`src/rtl/video_timing_pkg.sv`:
```
// video_timing_pkg: standard raster timings, counter width and colour-bar palette
package video_timing_pkg;

    localparam int CNT_W = 12;

    localparam int VGA_H_ACTIVE = 640;
    localparam int VGA_H_FP     = 16;
    localparam int VGA_H_SYNC   = 96;
    localparam int VGA_H_BP     = 48;
    localparam int VGA_V_ACTIVE = 480;
    localparam int VGA_V_FP     = 10;
    localparam int VGA_V_SYNC   = 2;
    localparam int VGA_V_BP     = 33;
    localparam logic VGA_HS_POL = 1'b0;
    localparam logic VGA_VS_POL = 1'b0;

    localparam int HD720_H_ACTIVE = 1280;
    localparam int HD720_H_FP     = 110;
    localparam int HD720_H_SYNC   = 40;
    localparam int HD720_H_BP     = 220;
    localparam int HD720_V_ACTIVE = 720;
    localparam int HD720_V_FP     = 5;
    localparam int HD720_V_SYNC   = 5;
    localparam int HD720_V_BP     = 20;
    localparam logic HD720_HS_POL = 1'b1;
    localparam logic HD720_VS_POL = 1'b1;

    // index 0 is the leftmost bar: white, yellow, cyan, green, magenta, red, blue, black
    localparam logic [7:0][23:0] BAR_RGB = {
        24'h000000, 24'h0000FF, 24'hFF0000, 24'hFF00FF,
        24'h00FF00, 24'h00FFFF, 24'hFFFF00, 24'hFFFFFF
    };

endpackage

```
`src/rtl/vtg_delay_line.sv`:
```
// vtg_delay_line: W-bit shift register of depth D with synchronous reset-to-value
module vtg_delay_line #(
    parameter int W = 3,
    parameter int D = 2,
    parameter logic [W-1:0] RST_VAL = '0
) (
    input  logic         CK,
    input  logic         RESET,
    input  logic [W-1:0] d,
    output logic [W-1:0] q
);

    generate
        if (D == 0) begin : g_pass
            logic unused_clk_rst;
            assign unused_clk_rst = CK ^ RESET;
            assign q = d;
        end else begin : g_sr
            logic [D-1:0][W-1:0] sr;
            always_ff @(posedge CK)
                if (RESET) sr <= {D{RST_VAL}};
                else begin
                    sr[0] <= d;
                    for (int i = 1; i < D; i++) sr[i] <= sr[i-1];
                end
            assign q = sr[D-1];
        end
    endgenerate

endmodule

```
`src/rtl/video_timing_gen.sv`:
```
// video_timing_gen: raster counters, early pixel request and delayed DE/HSYNC/VSYNC (colour bars with VTG_COLORBAR_EN)
module video_timing_gen import video_timing_pkg::*; #(
    parameter int   H_ACTIVE = VGA_H_ACTIVE,
    parameter int   H_FP     = VGA_H_FP,
    parameter int   H_SYNC   = VGA_H_SYNC,
    parameter int   H_BP     = VGA_H_BP,
    parameter int   V_ACTIVE = VGA_V_ACTIVE,
    parameter int   V_FP     = VGA_V_FP,
    parameter int   V_SYNC   = VGA_V_SYNC,
    parameter int   V_BP     = VGA_V_BP,
    parameter logic HS_POL   = VGA_HS_POL,
    parameter logic VS_POL   = VGA_VS_POL,
    parameter int   PIPE_DLY = 2
) (
    input  logic        CK,
    input  logic        RESET,
    output logic        REQ,
    output logic [11:0] X,
    output logic [11:0] Y,
    output logic        FRAME_START,
    output logic        DE,
    output logic        HSYNC,
    output logic        VSYNC
`ifdef VTG_COLORBAR_EN
    ,
    output logic [7:0]  R,
    output logic [7:0]  G,
    output logic [7:0]  B
`endif
);

    localparam logic [CNT_W-1:0] H_ACT  = CNT_W'(H_ACTIVE);
    localparam logic [CNT_W-1:0] V_ACT  = CNT_W'(V_ACTIVE);
    localparam logic [CNT_W-1:0] H_LAST = CNT_W'(H_ACTIVE + H_FP + H_SYNC + H_BP - 1);
    localparam logic [CNT_W-1:0] V_LAST = CNT_W'(V_ACTIVE + V_FP + V_SYNC + V_BP - 1);
    localparam logic [CNT_W-1:0] HS_BEG = CNT_W'(H_ACTIVE + H_FP);
    localparam logic [CNT_W-1:0] HS_END = CNT_W'(H_ACTIVE + H_FP + H_SYNC);
    localparam logic [CNT_W-1:0] VS_BEG = CNT_W'(V_ACTIVE + V_FP);
    localparam logic [CNT_W-1:0] VS_END = CNT_W'(V_ACTIVE + V_FP + V_SYNC);

    logic [CNT_W-1:0] h_cnt, v_cnt;
    logic             hs_i, vs_i;
    logic             h_last, v_last, active;

    assign h_last = h_cnt == H_LAST;
    assign v_last = v_cnt == V_LAST;
    assign active = (h_cnt < H_ACT) && (v_cnt < V_ACT);

    // hs_i/vs_i carry the output polarity so the delay line resets to idle levels
    always_ff @(posedge CK)
        if (RESET) begin
            h_cnt       <= '0;
            v_cnt       <= '0;
            REQ         <= 1'b0;
            X           <= '0;
            Y           <= '0;
            FRAME_START <= 1'b0;
            hs_i        <= ~HS_POL;
            vs_i        <= ~VS_POL;
        end else begin
            h_cnt       <= h_last ? '0 : h_cnt + 1'b1;
            if (h_last) v_cnt <= v_last ? '0 : v_cnt + 1'b1;
            REQ         <= active;
            if (active) begin
                X <= h_cnt;
                Y <= v_cnt;
            end
            FRAME_START <= (h_cnt == '0) && (v_cnt == '0);
            hs_i        <= (h_cnt >= HS_BEG && h_cnt < HS_END) ? HS_POL : ~HS_POL;
            vs_i        <= (v_cnt >= VS_BEG && v_cnt < VS_END) ? VS_POL : ~VS_POL;
        end

`ifdef VTG_COLORBAR_EN
    localparam int BAR_W = H_ACTIVE / 8;
    localparam int DW    = 27;
    localparam logic [DW-1:0] DLY_RST = {1'b0, ~HS_POL, ~VS_POL, 24'h0};

    logic [CNT_W-1:0] sub_cnt;
    logic [2:0]       bar;
    logic [23:0]      rgb_i;

    // bar/sub_cnt track h_cnt; bar may wrap in blanking, where rgb_i is forced to 0
    always_ff @(posedge CK)
        if (RESET) begin
            sub_cnt <= '0;
            bar     <= '0;
            rgb_i   <= '0;
        end else begin
            rgb_i <= active ? BAR_RGB[bar] : 24'h0;
            if (h_last) begin
                sub_cnt <= '0;
                bar     <= '0;
            end else if (sub_cnt == CNT_W'(BAR_W - 1)) begin
                sub_cnt <= '0;
                bar     <= bar + 1'b1;
            end else sub_cnt <= sub_cnt + 1'b1;
        end

    logic [DW-1:0] dly_d, dly_q;
    assign dly_d = {REQ, hs_i, vs_i, rgb_i};
    assign {DE, HSYNC, VSYNC, R, G, B} = dly_q;
`else
    localparam int DW = 3;
    localparam logic [DW-1:0] DLY_RST = {1'b0, ~HS_POL, ~VS_POL};

    logic [DW-1:0] dly_d, dly_q;
    assign dly_d = {REQ, hs_i, vs_i};
    assign {DE, HSYNC, VSYNC} = dly_q;
`endif

    vtg_delay_line #(
        .W      (DW),
        .D      (PIPE_DLY),
        .RST_VAL(DLY_RST)
    ) u_dly (
        .CK   (CK),
        .RESET(RESET),
        .d    (dly_d),
        .q    (dly_q)
    );

endmodule

```
`config.mk`:
```
export PLATFORM = sky130hd
export DESIGN_NAME = video_timing_gen
export DESIGN_NICKNAME = d
export VERILOG_FILES = /design/src/rtl/video_timing_pkg.sv /design/src/rtl/vtg_delay_line.sv /design/src/rtl/video_timing_gen.sv
export SDC_FILE = /design/constraint.sdc
export NUM_CORES = 1
export LEC_CHECK = 0
export CORE_MARGIN = 1
export CORE_UTILIZATION = 54
export CTS_CLUSTER_DIAMETER = 60
export CTS_CLUSTER_SIZE = 16
export DETAILED_ROUTE_END_ITERATION = 10
export PLACE_DENSITY = 0.74
export SYNTH_ARGS = -nofsm -noshare
export SYNTH_HDL_FRONTEND = slang
export SYNTH_HIERARCHICAL = 1
export SYNTH_SLANG_ARGS = --single-unit
```
`constraint.sdc`:
```
create_clock -name CK -period 3 [get_ports CK]
set_input_delay 0.9 -clock CK [delete_from_list [all_inputs] [get_ports CK]]
set_output_delay 0.9 -clock CK [all_outputs]
set_load 0.02 [all_outputs]
```
After elaboration in Yosys (flattened, before gate mapping)
Index checks and enable logic that the tools add are counted.
Widths: inputs -> output; s select.
{"block": "word_totals", "wordCells": 30, "reg_bits": 58}
{"block": "classes", "addsub": 2, "magnitude_cmp": 6, "reduce_logical": 7, "eq_ne": 2, "mux": 3}
{"op": "$add 12x1->12 const B", "n": 2}
{"op": "$eq 12x10->1 const B", "n": 2}
{"op": "$logic_not 12->1", "n": 2}
{"op": "$lt 12x10->1 const B", "n": 2}
{"op": "$lt 12x9->1 const B", "n": 2}
{"op": "$ge 12x10->1 const B", "n": 1}
{"op": "$ge 12x9->1 const B", "n": 1}
{"op": "$mux 12", "n": 1}
{"op": "$logic_and 1x1->1", "n": 4}
{"op": "$mux 1", "n": 2}
{"op": "$reduce_or 2->1", "n": 1}

Depth between registers and ports, before layout
Gate-level depths: netlist of run 1.
{"block": "logic_depth", "word_depth": 3, "ltp_mapped": 7, "mapped_depth_nobuf": 6}

Cells and area by module
The synthesis of run 1 kept the hierarchy.
{"mod": "video_timing_gen", "n_inst": 1, "area_per_inst_um2": 2168.3, "cells_each": 240, "seq_area_each_um2": 1041.0}
{"mod": "vtg_delay_line", "n_inst": 1, "area_per_inst_um2": 180.2, "cells_each": 15, "seq_area_each_um2": 120.1}

Worst setup path after synthesis of run 1
Ideal clock, no wire load.
{"block": "synth_path", "kind": "flip-flop to flip-flop", "start": "reg h_cnt[5]", "end": "reg v_cnt[10]", "arrival_time_ns": 2.143, "path_stages_with_launch": 6, "n_path_buf": 1, "setup_slack_ns": 0.785, "required_time_ns": 2.928, "cell_sequence": "dfxtp_1 -> or4_4 -> or4_4 -> buf_6 -> or4_1 -> a21oi_1"}
{"block": "synth_via", "elab_chain_len": 1}
{"element": "start: declaration", "line_no": "video_timing_gen.sv:41", "rtl": "logic [CNT_W-1:0] h_cnt, v_cnt;"}
{"element": "start signal: assignment", "line_no": "video_timing_gen.sv:61", "rtl": "h_cnt <= h_last ? '0 : h_cnt + 1'b1;"}
{"element": "$eq 12x10->1", "line_no": "video_timing_gen.sv:45", "rtl": "assign h_last = h_cnt == H_LAST;"}
{"element": "end signal: assignment", "line_no": "video_timing_gen.sv:62", "rtl": "if (h_last) v_cnt <= v_last ? '0 : v_cnt + 1'b1;"}
{"element": "end: declaration", "line_no": "video_timing_gen.sv:41"}
Every way passes these cells.
A chain may end at the register's enable or synchronous reset.

Worst setup path after layout of run 1
{"block": "layout_path", "start": "reg h_cnt[0]", "end": "reg v_cnt[10]"}
The elaborated chain is that of the path after synthesis.

==> results.sh, run 1 <==
export IMPL_top_level_ports=31
export IMPL_hold_viol=0
export IMPL_async_reset_ff_share_pct=0
export IMPL_post_place_ws_ps=565
export IMPL_grt_max_degree=21
export IMPL_synth_flop_cell="dfxtp_1"
export IMPL_fin_nets=289
export IMPL_syn_cell_area_mm2=0.00235
export IMPL_start_util_pct=57.5
export IMPL_gp_congestion=0.876
export IMPL_synthCells=255
export IMPL_cap_violations=0
export IMPL_avgViaCountPerCell=5.47
export IMPL_grt_pass1_vias=1657
export IMPL_fmax_mhz=430
export IMPL_clkLatencyLatePin_ps=320
export IMPL_placed_cells=322
export IMPL_wire_per_inst_um=13.5
export IMPL_die_h_um=67.9
export IMPL_syn2layout_area_growth_pct=20.5
export IMPL_synth_nets=261
export IMPL_ys_top_cells_by_count="58 x dfxtp_1, 40 x nor2_1, 18 x mux2i_1"
export IMPL_slew_headroom_pct=59.4
export IMPL_grt_overflow=0
export IMPL_die_x_um=67.9
export IMPL_route_detailed_drc=0
export IMPL_cts_tree="built"
export IMPL_finalWirelength_um=4530
export IMPL_hp_class="reg2reg"
export IMPL_postCtsHoldBufs=0
export IMPL_fin_worst_skew_ps=5.56
export IMPL_setup_viol=0
export IMPL_synth_avg_cell_area_um2=9.21
export IMPL_coreArea_mm2=0.00409
export IMPL_power_density_mw_per_mm2=522
export IMPL_diodes=0
export IMPL_ir_drop_mv=0.427
export IMPL_antenna_found_initial=0
export IMPL_start_kind="register"
export IMPL_crit_fanout=20
export IMPL_drv_slew=0
export IMPL_cts_sinks=58
export IMPL_fin_ws_ps=673
export IMPL_htree_levels=3
export IMPL_synth_top_area_share_pct=49.4
export IMPL_postCtsSetupBuffers=0
export IMPL_drt_iter0_drc=93
export IMPL_synth_warning_count=6
export IMPL_port_buffers=30
export IMPL_finalCriticalPeriod_ps=2330
export IMPL_grt_pass1_wl_um=7460
export IMPL_outcome="finished clean"
export IMPL_fin_total_pwr_w=0.00148
export IMPL_yosys_area_top_type="dfxtp_1"
export IMPL_numCtsBuffers=9
export IMPL_synth_seq_cells=58
export IMPL_yosys_top_cells_area="dfxtp_1 49%, mux2i_1 7.7%, nor2_1 6.4%"
export IMPL_worst_endpoint_arrival_ps=2580
export IMPL_fin_crit_sh_pct=77.6
export IMPL_synth_most_common_cell="dfxtp_1"
export IMPL_ys_seq_area_share_pct=49.4
export IMPL_dpl_hpwl_um=3130
export IMPL_root_buffer="clkbuf_8"
export IMPL_finalSetupTns_ps=0
export IMPL_crit_path_end_kind="register"
export IMPL_required_ps=3250
export IMPL_synth_distinct_cells=37
export IMPL_antenna_left=0
export IMPL_synth_edf_count=0
export IMPL_rows=23
export IMPL_leakage_nw=0.953
export IMPL_cts_resized=0
export IMPL_path_clk_slew_ps=60
export IMPL_worst_pin_slew_ps=607
export IMPL_drive_above_1_share_pct=6.99
export IMPL_rsz0062_at_grt="no"
export IMPL_die_area_mm2=0.00462
export IMPL_final_cells=336
export IMPL_path_class="reg2reg"
export IMPL_first_pass_iters=4
export IMPL_cts_path_max_buffers=2
export IMPL_vias=1838
export IMPL_grtUsageTotal_pct=22.3
-- worst paths after layout --
| check | startpoint | endpoint | slack [ps] | depth (start not counted) |
|---|---|---|---|---|
| setup / recovery | h_cnt[0]$_SDFF_PP0_ | v_cnt[10]$_SDFFE_PP0N_ | 670 | 5 |
| hold / removal | u_dly/g_sr.sr[0]$_SDFF_PP1_ | u_dly/q[0]$_SDFF_PP1_ | 400 | 1 |
| setup reg to reg | h_cnt[0]$_SDFF_PP0_ | v_cnt[10]$_SDFFE_PP0N_ | 670 | 5 |
| hold reg to reg | u_dly/g_sr.sr[0]$_SDFF_PP1_ | u_dly/q[0]$_SDFF_PP1_ | 400 | 1 |
-- sequential cells by signal, summed over array words and instances (netlist names) --
name / count
REQ: 1
u_dly/g_sr.sr: 3
vs_i: 1
h_cnt: 12
v_cnt: 12
Y: 12
hs_i: 1
X: 12
u_dly/q: 3
FRAME_START: 1
-- metal layers --
layer / GRT usage [%] / share of wire [%]
met3: 5.33 / 5.0
met2: 31.3 / 42
met5: 0 / 0
met1: 30.5 / 51
met4: 13.8 / 2.2
-- kinds of logic after synthesis --
| family | Yosys count | synth area share [%] |
|---|---|---|
| compound gates | 28 | 7.03 |
| fa+ha+maj | 4 | 2.13 |
| mux | 18 | 7.67 |
| xor+xnor | 10 | 3.73 |
| buf+inv | 27 | 5.17 |
| flops | 58 | 49.4 |
| simple gates | 110 | 24.8 |
-- area by class of cell --
class	count	area, um^2
clock buffers	10	128
fillers	341	1260
well taps	50	62.6
flip-flops and latches	58	1160
clock inverters	4	45.0
repair buffers	34	330
multi-input cells	170	1070
inverters	10	37.5
-- worst max-delay path, cell delays in order, from the launching register on --
cell,delay (ps)
dfxtp_1,410
ha_1,210
nand3_1,250
or4_4,680
or4_1,540
a21oi_1,150
-- placed cells by master, fill, tap and decap left out, types with 4 or more instances in the layout --
| cell | n |
|---|---|
| dfxtp_1 | 58 |
| nor2_1 | 40 |
| clkdlybuf4s50_1 | 30 |
| mux2i_1 | 18 |
| a21oi_1 | 14 |
| nand4_1 | 11 |
| inv_1 | 10 |
| nand3_1 | 10 |
| xnor2_1 | 9 |
| clkbuf_8 | 9 |
| and2_1 | 8 |
| nand2_1 | 7 |
| o21ai_0 | 6 |
| or3_1 | 6 |
| nor3_1 | 4 |
| ha_1 | 4 |
| buf_4 | 4 |
| or2_1 | 4 |
-- where the power goes --
| group | leakage, nW | total (W) | internal [W] | switching (W) |
|---|---|---|---|---|
| Clock | 0.0918 | 0.000646 | 0.000370 | 0.000276 |
| Combinational | 0.392 | 0.0000461 | 0.0000200 | 0.0000261 |
| Sequential | 0.469 | 0.000786 | 0.000779 | 0.00000692 |
| Total | 0.953 | 0.00148 | 0.00117 | 0.000309 |
-- metrics by stage --
step / area, um^2 / utilization (%) / hold slack [ps]
global placement: 2660 / 65.0 / 385
floorplan: 2350 / - / 383
finish: 2830 / 69.3 / 401
detailed placement: 2660 / 65.0 / 387
CTS: 2830 / 69.3 / 401
global route: 2830 / 69.3 / 417
(Power assumes the default switching activity.)
==> run 2, diff against run 1 <==
Settings changed: CORE_UTILIZATION 54 to 49, PLACE_DENSITY 0.74 to 0.71.
Clock period 3 ns to 2.1 ns, I/O delays scaled along.
==> run 2 against run 1 <==
Compared with the run above:
- fmax is 9.1% higher
- critical path depth unchanged
- global-route usage fell by 1.2 points
- critical path type unchanged
- sequential share of layout area fell by 2.5 points
- the run now ends with DRC, setup timing left
- non-clock buffer count rose by 15
- worst setup slack worse by 710 ps
- largest power group unchanged
==> results.sh, run 2 (same netlist as run 1, synthesis figures left out) <==
export IMPL_failed_checks="DRC, setup timing"
export IMPL_grtUsageTotal_pct=21.1
export IMPL_critical_path_top_delay_family="simple AND/OR/NAND/NOR gates"
export IMPL_power_density_mw_per_mm2=693
export IMPL_fmax_mhz=469
export IMPL_rows=24
export IMPL_path_class="reg2reg"
export IMPL_hp_class="reg2reg"
export IMPL_die_h_um=71.2
export IMPL_wire_per_inst_um=14.0
export IMPL_postCtsHoldBufs=0
export IMPL_worst_endpoint_arrival_ps=2340
export IMPL_gp_congestion=0.898
export IMPL_mostFrequentLayoutCell="dfxtp_1"
export IMPL_cts_tree="built"
export IMPL_die_area_mm2=0.00507
export IMPL_cp_common_cell="or4_4"
export IMPL_leakage_nw=1.04
export IMPL_cap_violations=0
export IMPL_fin_nets=305
export IMPL_path_clk_slew_ps=60
export IMPL_port_buffers=30
export IMPL_coreArea_mm2=0.00447
export IMPL_antenna_left=0
export IMPL_placed_cells=337
export IMPL_crit_buf_inv=1
export IMPL_final_cells=355
export IMPL_avgViaCountPerCell=5.48
export IMPL_grt_max_degree=19
export IMPL_rsz0062_at_grt="yes"
export IMPL_grt_pass1_vias=1704
export IMPL_vias=1947
export IMPL_hold_viol=0
export IMPL_setup_viol=5
export IMPL_top_level_ports=31
export IMPL_route_detailed_drc=2
export IMPL_cts_sinks=58
export IMPL_diodes=0
export IMPL_grt_pass1_wl_um=8050
export IMPL_finalWirelength_um=4970
export IMPL_start_util_pct=52.5
export IMPL_root_buffer="clkbuf_8"
export IMPL_fin_crit_sh_pct=102
export IMPL_crit_slowest_cell="or4_4"
export IMPL_clkLatencyLatePin_ps=330
export IMPL_die_x_um=71.2
export IMPL_numCtsBuffers=9
export IMPL_crit_path_end_kind="register"
export IMPL_ir_drop_mv=0.669
export IMPL_drv_slew=0
export IMPL_critPathMaxStageDelay_ps=610
export IMPL_dpl_hpwl_um=3290
export IMPL_slew_headroom_pct=70.4
export IMPL_post_place_ws_ps=0.975
export IMPL_finalCriticalPeriod_ps=2130
export IMPL_cts_path_max_buffers=2
export IMPL_required_ps=2310
export IMPL_worst_pin_slew_ps=440
export IMPL_path_cells="or4_4 -> or4_4 -> buf_6 -> o31ai_1 -> a21oi_2"
export IMPL_fin_ws_ps=-33.6
export IMPL_fin_worst_skew_ps=5.15
export IMPL_first_pass_iters=7
export IMPL_antenna_found_initial=0
export IMPL_start_kind="register"
export IMPL_crit_fanout=8
export IMPL_drive_above_1_share_pct=16.2
export IMPL_outcome="complete, but fails checks"
export IMPL_htree_levels=3
export IMPL_grt_overflow=0
export IMPL_syn2layout_area_growth_pct=28.3
export IMPL_layout_common_cells="57 x dfxtp_1, 40 x nor2_1, 30 x clkdlybuf4s50_1"
export IMPL_drt_iter0_drc=120
run 2: cell types whose count changed in the layout (fill, tap and decap cells not counted), moves of 2 or more:
cell	before	now
a21oi_1	14	6
a21oi_2	0	8
buf_4	4	16
buf_6	0	3
clkbuf_8	9	11
clkinv_2	3	1
or4_1	3	0
or4_4	2	6
run 2: timing repair:
action | 4_1_cts | 5_1_grt
resized for setup | 0 | 16
cloned | 0 | 1
endpoints found under the hold margin | 0 | 0
setup buffers | 1 | 1
pin swaps | 0 | 15
endpoints found under the setup margin | 2 | 6
run 2: cell type report:
| type | instances | area (um^2) |
|---|---|---|
| flip-flops and latches | 58 | 1160 |
| multi-input cells | 171 | 1120 |
| clock buffers | 13 | 159 |
| well taps | 52 | 65.1 |
| repair buffers | 49 | 454 |
| fillers | 346 | 1460 |
| inverters | 10 | 37.5 |
| clock inverters | 2 | 12.5 |
run 2: layer usage:
| metal | routed length (um) | GRT usage [%] | up-vias |
|---|---|---|---|
| met5 | 0 | 0 | - |
| met4 | 46 | 11.6 | 0 |
| met3 | 224 | 4.64 | 6 |
| met2 | 2310 | 32.0 | 40 |
| met1 | 2390 | 28.3 | 924 |
| li1 | - | - | 977 |
run 2: report_power, final:
part	internal (W)	leakage, nW	total, W	switching, W
clock	0.000485	0.0855	0.000888	0.000404
combinational	0.0000347	0.482	0.0000798	0.0000452
sequential	0.00111	0.470	0.00112	0.00000665
run 2: through the flow:
stage	power [W]	TNS (ps)	cell area (um^2)	hold WS [ps]	utilization, %
finish	0.00209	-88.4	3010	407	67.4
global route	0.00217	-410	3010	422	67.4
CTS	0.00211	0	2940	412	65.7
detailed placement	0.00122	0	2760	394	61.7
global placement	0.00122	0	2760	386	61.7
floorplan	0.00119	0	2350	383	-
run 2: worst paths after layout:
check                                         start                          end  slack [ps]  depth (start not counted)
worst max-delay path            h_cnt[5]$_SDFF_PP0_       v_cnt[10]$_SDFFE_PP0N_         -30                          5
worst max register to register  h_cnt[5]$_SDFF_PP0_       v_cnt[10]$_SDFFE_PP0N_         -30                          5
worst min-delay path                hs_i$_SDFF_PP1_  u_dly/g_sr.sr[1]$_SDFF_PP1_         410                          1
worst min register to register      hs_i$_SDFF_PP1_  u_dly/g_sr.sr[1]$_SDFF_PP1_         410                          1
==> run 3, diff against run 2 <==
Settings changed: SYNTH_HIERARCHICAL 1 to unset.
==> run 3 against run 2 <==
Compared with the run above:
- the run now ends clean
- sequential share of layout area is 0.41 points lower
- fmax increased by 11%
- critical path depth is 4 lower
- clock-buffer cell count is 1 lower
- utilization down 2.9 points
- largest cell class unchanged
- critical endpoint is now X[0]
==> results.sh, run 3 <==
export IMPL_cts_resized=0
export IMPL_path_clk_slew_ps=60
export IMPL_vias=1916
export IMPL_cap_violations=0
export IMPL_fin_total_pwr_w=0.00248
export IMPL_worstReg2RegStart="h_cnt[0]$_SDFF_PP0_"
export IMPL_whs_endpoint="u_dly.q[0]$_SDFF_PP1_"
export IMPL_finalSetupTns_ps=0
export IMPL_fin_nets=298
export IMPL_synthCells=259
export IMPL_hold_viol=0
export IMPL_ir_drop_mv=0.406
export IMPL_fin_crit_sh_pct=91.2
export IMPL_swShare_pct=19.5
export IMPL_coreArea_mm2=0.00472
export IMPL_start_kind="register"
export IMPL_syn_cell_area_mm2=0.00241
export IMPL_grt_pass1_wl_um=8070
export IMPL_layout_common_cells="58 x dfxtp_1, 30 x clkdlybuf4s50_1, 29 x nor2_1"
export IMPL_first_pass_iters=4
export IMPL_diodes=0
export IMPL_grt_pass1_vias=1723
export IMPL_yosys_top_cells_area="dfxtp_1 48%, mux2i_1 7.9%, nor2_1 4.5%"
export IMPL_crit_cells=1
export IMPL_synth_most_common_cell="dfxtp_1"
export IMPL_synth_avg_cell_area_um2=9.29
export IMPL_avgViaCountPerCell=5.26
export IMPL_synth_nets=265
export IMPL_cts_path_max_buffers=2
export IMPL_port_buffers=30
export IMPL_cts_tree="built"
export IMPL_synth_top_area_share_pct=48.2
export IMPL_required_ps=1470
export IMPL_clkPwrFrac_pct=51.8
export IMPL_ys_seq_area_share_pct=48.2
export IMPL_combPwrFrac_pct=3.0
export IMPL_drt_iter0_drc=96
export IMPL_power_density_mw_per_mm2=816
export IMPL_wire_per_inst_um=12.8
export IMPL_finalCriticalPeriod_ps=1920
export IMPL_crit_path_end_kind="primary output"
export IMPL_synth_distinct_cells=36
export IMPL_antenna_found_initial=0
export IMPL_yosys_area_top_type="dfxtp_1"
export IMPL_leakage_nw=1.06
export IMPL_cts_sinks=58
export IMPL_worst_endpoint_arrival_ps=1290
export IMPL_seqPwrFrac_pct=45.2
export IMPL_synth_edf_count=0
export IMPL_syn2layout_area_growth_pct=26.4
export IMPL_setup_viol=0
export IMPL_p_int_w=0.00200
export IMPL_async_reset_ff_share_pct=0
export IMPL_mostFrequentLayoutCell="dfxtp_1"
export IMPL_synth_seq_cells=58
export IMPL_numCtsBuffers=9
export IMPL_top_level_ports=31
export IMPL_drv_slew=0
export IMPL_path_cells="clkdlybuf4s50_1"
export IMPL_fillers=392
export IMPL_synth_warning_count=0
export IMPL_grt_max_degree=46
export IMPL_grt_overflow=0
export IMPL_p_sw_w=0.000485
export IMPL_grtUsageTotal_pct=20.6
export IMPL_path_class="reg2out"
export IMPL_hp_class="reg2reg"
export IMPL_start_util_pct=51.0
export IMPL_slew_headroom_pct=70.8
export IMPL_die_h_um=72.1
export IMPL_r2r_cells=5
export IMPL_worstReg2RegEnd="v_cnt[11]$_SDFFE_PP0N_"
export IMPL_die_x_um=72.1
export IMPL_synth_flop_cell="dfxtp_1"
export IMPL_rows=25
export IMPL_htree_levels=3
export IMPL_drive_above_1_share_pct=11.4
export IMPL_clkLatencyLatePin_ps=340
export IMPL_fin_worst_skew_ps=7.07
export IMPL_finalWirelength_um=4680
export IMPL_crit_slowest_cell="clkdlybuf4s50_1"
export IMPL_die_area_mm2=0.00520
export IMPL_root_buffer="clkbuf_8"
export IMPL_rsz0062_at_grt="no"
export IMPL_outcome="finished clean"
export IMPL_postCtsSetupBuffers=0
export IMPL_route_detailed_drc=0
export IMPL_critical_path_top_delay_family="buffers and inverters"
export IMPL_gp_congestion=0.839
export IMPL_crit_buf_inv=1
export IMPL_dpl_hpwl_um=3120
export IMPL_reg2reg_slack_ps=200
export IMPL_antenna_left=0
export IMPL_worst_pin_slew_ps=435
export IMPL_postCtsHoldBufs=0
export IMPL_fmax_mhz=522
export IMPL_hp_start="u_dly.g_sr.sr[0]$_SDFF_PP1_"
export IMPL_critPathMaxStageDelay_ps=610
export IMPL_min_path_cells=1
export IMPL_crit_fanout=2
export IMPL_post_place_ws_ps=231
export IMPL_ys_top_cells_by_count="58 x dfxtp_1, 29 x nor2_1, 19 x mux2i_1"
export IMPL_fin_ws_ps=184
[run 3: changes by cell type in the layout (fill, tap and decap cells not counted), moves of 5 or more]
cell | before | now
buf_4 | 16 | 10
nor3_1 | 4 | 12
a21oi_1 | 6 | 11
nand3_1 | 10 | 16
xor2_1 | 1 | 6
nor2_1 | 40 | 29
or4_4 | 6 | 0
a21oi_2 | 8 | 0
[run 3: cell type report]
type / instances / area, um^2 / share of cell area [%]
timing repair buffer: 41 / 395 / 13.0
clock buffer: 12 / 155 / 5.10
sequential: 58 / 1160 / 38.2
multi-input combinational: 176 / 1130 / 37.0
inverter: 6 / 22.5 / 0.740
tap: 67 / 83.8 / 2.75
clock inverter: 4 / 97.6 / 3.21
[run 3: cells by family (layout without fill, tap and decap cells)]
kind of cell / Yosys count / in the layout / synth area share (%)
flops: 58 / 58 / 48.2
buf+inv: 25 / 63 / 4.94
compound gates: 24 / 24 / 5.87
xor+xnor: 11 / 11 / 4.00
mux: 19 / 19 / 7.90
fa+ha+maj: 4 / 4 / 2.08
simple gates: 118 / 118 / 27.0
[run 3: worst max path at each step]
stage	from	endpoint	slack, ps
2_1_floorplan	h_cnt[0]$_SDFF_PP0_	v_cnt[11]$_SDFFE_PP0N_	360
3_3_place_gp	RESET	v_cnt[2]$_SDFFE_PP0N_	260
3_5_place_dp	h_cnt[0]$_SDFF_PP0_	v_cnt[11]$_SDFFE_PP0N_	230
4_1_cts	X[0]$_SDFFE_PP0P_	X[0]	170
5_1_grt	h_cnt[0]$_SDFF_PP0_	v_cnt[2]$_SDFFE_PP0N_	40
6_report	X[0]$_SDFFE_PP0P_	X[0]	180
[run 3: through the flow]
stage / instance area, um^2 / utilization [%] / instances / hold slack, ps
final: 3040 / 64.4 / 364 / 410
after global routing: 3040 / 64.4 / 364 / 426
after CTS: 3040 / 64.4 / 364 / 413
after detailed placement: 2790 / 59.1 / 348 / 397
after global placement: 2790 / 59.1 / 348 / 390
after floorplan: 2410 / - / 259 / 389
[run 3: routing by layer]
layer / share of wire, % / vias up / global-route usage (%) / wire length (um)
li1: - / 968 / - / -
met1: 51 / 891 / 28.3 / 2390
met2: 43 / 46 / 29.6 / 1990
met3: 4.2 / 11 / 5.97 / 196
met4: 2.2 / 0 / 9.80 / 102
met5: 0 / - / 0 / 0
[run 3: power by group through the flow]
stage               Sequential, W  Combinational [W]  Clock (W)
floorplan                 0.00115          0.0000359          0
global placement          0.00115          0.0000729          0
detailed placement        0.00115          0.0000735          0
CTS                       0.00112          0.0000739    0.00131
global route              0.00112          0.0000817    0.00135
finish                    0.00112          0.0000739    0.00129
